$ cat src/rtl/weight_loader.sv
// weight_loader: streams one weight tile from the weight memory into the
// systolic array. After a start pulse it reads ROWS rows of four weights.
// Row addresses step by STRIDE words from a captured base address. Each
// fetched row is registered and presented with load_en and a row index.
//
// Build option: define WEIGHT_LOADER_REVERSE_EN to fetch rows last-first.
// The bottom array row is then loaded first. Cycle timing is unchanged.
module weight_loader #(
    parameter int ADDR_W = 13,
    parameter int DATA_W = 8,
    parameter int ROWS   = 4,
    parameter int STRIDE = 4,
    localparam int IDX_W = (ROWS > 1) ? $clog2(ROWS) : 1
) (
    input  logic              clk,
    input  logic              reset,
    input  logic              start,
    input  logic [ADDR_W-1:0] base_addr,
    input  logic              stall,
    output logic [ADDR_W-1:0] mem_addr,
    input  logic [DATA_W-1:0] mem_w1,
    input  logic [DATA_W-1:0] mem_w2,
    input  logic [DATA_W-1:0] mem_w3,
    input  logic [DATA_W-1:0] mem_w4,
    output logic [DATA_W-1:0] w_out1,
    output logic [DATA_W-1:0] w_out2,
    output logic [DATA_W-1:0] w_out3,
    output logic [DATA_W-1:0] w_out4,
    output logic              load_en,
    output logic [IDX_W-1:0]  row_idx,
    output logic              busy,
    output logic              done
);

    typedef enum logic [0:0] {
        IDLE  = 1'b0,
        FETCH = 1'b1
    } state_t;

    localparam logic [IDX_W-1:0] LAST_IDX = IDX_W'(ROWS - 1);

    state_t            state;
    state_t            state_next;
    logic [IDX_W-1:0]  cnt;
    logic [IDX_W-1:0]  fetch_idx;
    logic [ADDR_W-1:0] base_q;
    logic              accept;
    logic              fetch_go;
    logic              fetch_last;

    // Map the row counter onto the memory row actually being fetched
    always_comb begin
`ifdef WEIGHT_LOADER_REVERSE_EN
        fetch_idx = LAST_IDX - cnt;
`else
        fetch_idx = cnt;
`endif
    end

    // Qualify start, unstalled fetch cycles, and the final row of the tile
    always_comb begin
        accept     = (state == IDLE) && start;
        fetch_go   = (state == FETCH) && !stall;
        fetch_last = fetch_go && (cnt == LAST_IDX);
    end

    // Next-state logic: leave IDLE on start, return after the last row
    always_comb begin
        state_next = state;
        case (state)
            IDLE:    if (start)      state_next = FETCH;
            FETCH:   if (fetch_last) state_next = IDLE;
            default:                 state_next = IDLE;
        endcase
    end

    // State register
    always_ff @(posedge clk) begin
        if (reset) state <= IDLE;
        else       state <= state_next;
    end

    // Memory address comes straight from registers; the sum wraps at 2^ADDR_W
    always_comb begin
        mem_addr = '0;
        if (state == FETCH)
            mem_addr = base_q + ADDR_W'(fetch_idx) * ADDR_W'(STRIDE);
    end

    // Capture the tile base on start and advance the row counter per fetch
    always_ff @(posedge clk) begin
        if (reset) begin
            base_q <= '0;
            cnt    <= '0;
        end else begin
            if (accept) begin
                base_q <= base_addr;
                cnt    <= '0;
            end else if (fetch_go) begin
                cnt <= cnt + IDX_W'(1);
            end
        end
    end

    // Register the fetched row toward the array; data holds while not loading
    always_ff @(posedge clk) begin
        if (reset) begin
            w_out1  <= '0;
            w_out2  <= '0;
            w_out3  <= '0;
            w_out4  <= '0;
            row_idx <= '0;
            load_en <= 1'b0;
            done    <= 1'b0;
        end else begin
            load_en <= fetch_go;
            done    <= fetch_last;
            if (fetch_go) begin
                w_out1  <= mem_w1;
                w_out2  <= mem_w2;
                w_out3  <= mem_w3;
                w_out4  <= mem_w4;
                row_idx <= fetch_idx;
            end
        end
    end

    // Busy covers the fetch phase plus the cycle carrying the final row
    always_comb begin
        busy = (state == FETCH) || done;
    end

endmodule

$ cat config.mk
export PLATFORM = sky130hd
export DESIGN_NAME = weight_loader
export DESIGN_NICKNAME = d
export VERILOG_FILES = /design/src/rtl/weight_loader.sv
export SDC_FILE = /design/constraint.sdc
export NUM_CORES = 1
export LEC_CHECK = 0
export ABC_CLOCK_PERIOD_IN_PS = 3920
export CAP_MARGIN = 20
export CORE_AREA = 4 4 79 73
export DETAILED_ROUTE_END_ITERATION = 12
export DIE_AREA = 0 0 83 77
export GPL_TIMING_DRIVEN = 0
export PLACE_DENSITY = 0.82
export SLEW_MARGIN = 20
export SYNTH_ARGS = -nofsm -noshare
export SYNTH_HDL_FRONTEND = slang
export SYNTH_SLANG_ARGS = --single-unit
$ cat constraint.sdc
create_clock -name clk -period 3.92 [get_ports clk]
set_clock_uncertainty 0.15 [all_clocks]
set_input_delay 0.392 -clock clk [delete_from_list [all_inputs] [get_ports clk]]
set_output_delay 0.392 -clock clk [all_outputs]
set_load 0.02 [all_outputs]
==> summary.txt <==
Run status
  – Outcome: complete, no violations

Floorplanning
  – Core area: 4860 µm²
  – Die Y: 77 µm
  – Chip width: 83 µm
  – I/O Pins: 99
  – Die area: 6390 µm²
  – Std cell rows: 24
  – Initial core utilization: 42.7%

Timing
  – Highest clock rate: 319 MHz
  – Final setup violation count: 0
  – Setup TNS: 0 ns
  – Hold Fails Final Rpt: 0
  – Worst relative slew slack: 65.1%
  – WHS: 0.284 ns
  – RSZ-0062 raised after global routing: no
  – Fin crit share: 80.0%
  – Worst Tran Pin Value: 0.523 ns
  – Count of final max-slew check failures: 0
  – Post-route minimum period: 3.14 ns
  – Final setup margin: 0.783 ns

Global routing
  – Global-route wire length before repair: 9130 µm
  – Vias in the first global route: 1,963
  – Grt ovf: 0
  – Initial antenna violation count: 0
  – Total Routing Usage GR: 17.2%
  – Largest net degree at the start of global routing: 15

Min path
  – Hold_sp: reset
  – Min-delay worst type: input port to flip-flop

Yosys
  – Most common cell in the netlist: nand2_1
  – Largest family of logic cells by synthesized area: simple AND/OR/NAND/NOR gates
  – Simple-gate share of the synthesized area: 25.1%
  – Synth Area in Adders: 2.77%
  – Post-synth EDFFs: 0
  – Synth area leaders: dfxtp_1, nand2_1, a21oi_1, ha_1, clkbuf_1
  – Cell variety after synth: 28
  – Yosys Warn Count: 0
  – Mux cell area share after synthesis: 0.481%
  – Mapped Area: 2080 µm²
  – Sequential fraction of the synthesis area: 50.1%
  – Synth Register Bits: 52
  – Syn nets: 321
  – Synth top area share: 50.1%
  – Cell taking the most area after synthesis: dfxtp_1
  – Avg Inst Size Synth: 7.76 µm²
  – Synth Area in Compound Gates: 15.8%
  – Synth Flop Type: dfxtp_1
  – Top cells by count, synth: nand2_1, a21oi_1, dfxtp_1
  – Post-Syn Instances: 268
  – Synth Area in XOR/XNOR: 1.26%
  – Async SR Flop Fraction: 0%

Final layout
  – Fin cells: 437
  – Filler instances: 443
  – # diodes: 0
  – Area grow syn2layout: 55.2%
  – Layout cells sized above 1: 4.84%
  – Nets: 425
  – Final Core Density: 66.4%

Clock network
  – Clock slew seen by the registers of the worst setup and hold paths: 0.09 ns
  – TritonCTS Buffers: 5
  – Max clock buf depth: 2
  – Hold_buf cts: 0
  – Htree depth: 2
  – Post-CTS setup buffers: 0
  – CTS tree: done
  – Clock latency on the worst-skew pair: 0.29 ns
  – CTS resizes: 0
  – Clock Sinks: 52
  – Root buffer cell: clkbuf_8

Routing
  – Antenna viol nets, final: 0
  – DR vias: 2,073
  – Post-DR wirelength/cell: 12.8 µm
  – Via-to-Cell Ratio: 4.74
  – Drt drc: 0
  – First DRT Iteration DRCs: 51
  – Drt pass-1 iters: 4
  – WL final: 5580 µm

Power
  – Peak supply drop: 0.000195 V
  – Pwr/cell area: 332 nW/µm²
  – Pleak: 1.13 nW

Worst setup path
  – WS Path Type: flip-flop to output pin
  – Top delay family on crit path: simple AND/OR/NAND/NOR gates
  – CP arrival: 2.59 ns
  – R2R depth: 6
  – Worst path required time: 3.38 ns
  – Crit path buffers/inverters: 1
  – Largest stage delay on the critical path: 0.62 ns
  – Critical path cell sequence: ha_1, fa_1, nand4_1, or4_1, a21oi_1, clkdlybuf4s50_1
  – CP Capture Type: output pin
  – Reg2reg end: w_out4[5]$_SDFFE_PP0P_
  – Levels on crit path: 6
  – Critical path endpoint: mem_addr[12]
  – Worst Setup SP: cnt[0]$_SDFFE_PP0P_
  – CP startpoint kind: flip-flop
  – Critical path's slowest cell: clkdlybuf4s50_1
  – R2R setup slack: 2.37 ns
  – Max FO, Critical Path: 6
  – R2r startpoint: state$_SDFF_PP0_

Placed design
  – RD Place Congestion: 0.756
  – DPL Wire Length: 4350 µm
  – Placed Cells: 430
  – Post-Place Worst Slack: 1.11 ns
  – Port bufs: 97

Run
  – Max-cap violation count: 0
-- routing by layer --
| layer | part of all wire [%] | up-vias | global-route usage, % |
|---|---|---|---|
| li1 | - | 1086 | - |
| met1 | 43 | 917 | 20.0 |
| met2 | 47 | 63 | 29.0 |
| met3 | 9.0 | 7 | 7.29 |
| met4 | 1.3 | 0 | 5.07 |
| met5 | 0 | - | 0 |
-- power breakdown --
group          leakage (nW)  internal (mW)  switching (mW)
Clock                0.0503          0.157           0.161
Sequential            0.424          0.551          0.0160
Combinational         0.657         0.0968          0.0884
Total                  1.13          0.805           0.266
-- through the flow --
stage | cell area [µm²] | total power, mW
detailed placement | 3130 | 0.765
floorplan | 2080 | 0.662
global route | 3230 | 1.12
finish | 3230 | 1.07
CTS | 3230 | 1.08
global placement | 3130 | 0.761
-- cells in the final DEF, fill, tap and decap left out --
cell | netlist | layout
o31ai_1 | 3 | 3
dfxtp_1 | 52 | 52
clkdlybuf4s50_1 | 0 | 97
nand4_1 | 2 | 2
nor2b_1 | 2 | 2
fa_1 | 1 | 1
inv_1 | 4 | 4
clkinv_1 | 1 | 1
or3_1 | 3 | 3
and2_1 | 5 | 5
ha_1 | 3 | 3
nand2b_1 | 2 | 2
or4_1 | 3 | 3
nor3_1 | 2 | 2
mux2i_1 | 1 | 1
xor2_1 | 1 | 1
or2_2 | 1 | 1
clkbuf_8 | 0 | 7
xnor2_1 | 2 | 2
nand3_1 | 2 | 2
o21ai_0 | 5 | 5
nand2_1 | 95 | 95
buf_2 | 6 | 6
clkbuf_1 | 9 | 9
buf_4 | 1 | 1
or3_2 | 1 | 1
nor2_1 | 3 | 3
nand3_2 | 1 | 1
clkbuf_2 | 1 | 1
a21oi_1 | 56 | 56
-- state kept, by name, summed over array words and instances, names as in the netlist --
name and cells:
w_out3 8, cnt 2, base_q 13, w_out1 8, w_out2 8, w_out4 8, state 1, load_en 1
done 1, row_idx 2
-- layout make-up --
cell class / instances / area, µm² / share of cell area [%]
Sequential cell: 52 / 1040 / 32.2
Timing Repair Buffer: 97 / 971 / 30.1
Multi-Input combinational cell: 194 / 943 / 29.2
Clock buffer: 7 / 96.3 / 2.98
Tap cell: 65 / 81.3 / 2.52
Buffer: 17 / 76.3 / 2.36
Inverter: 5 / 18.8 / 0.581
-- how the worst min path moves through the flow --
stage / end / slack, ns / cells past startpoint
after floorplan: base_q[0]$_SDFFE_PP0P_ / 0.28 / 2
after global placement: base_q[1]$_SDFFE_PP0P_ / 0.29 / 2
after detailed placement: w_out1[0]$_SDFFE_PP0P_ / 0.30 / 2
after CTS: load_en$_SDFF_PP0_ / 0.28 / 2
after global routing: w_out1[1]$_SDFFE_PP0P_ / 0.32 / 2
final: load_en$_SDFF_PP0_ / 0.28 / 2
-- kinds of logic after synthesis --
| family | Yosys count |
|---|---|
| buf+inv | 22 |
| flops | 52 |
| mux | 1 |
| xor+xnor | 3 |
| compound gates | 64 |
| fa+ha+maj | 4 |
| simple gates | 122 |
(Power assumes the default switching activity.)
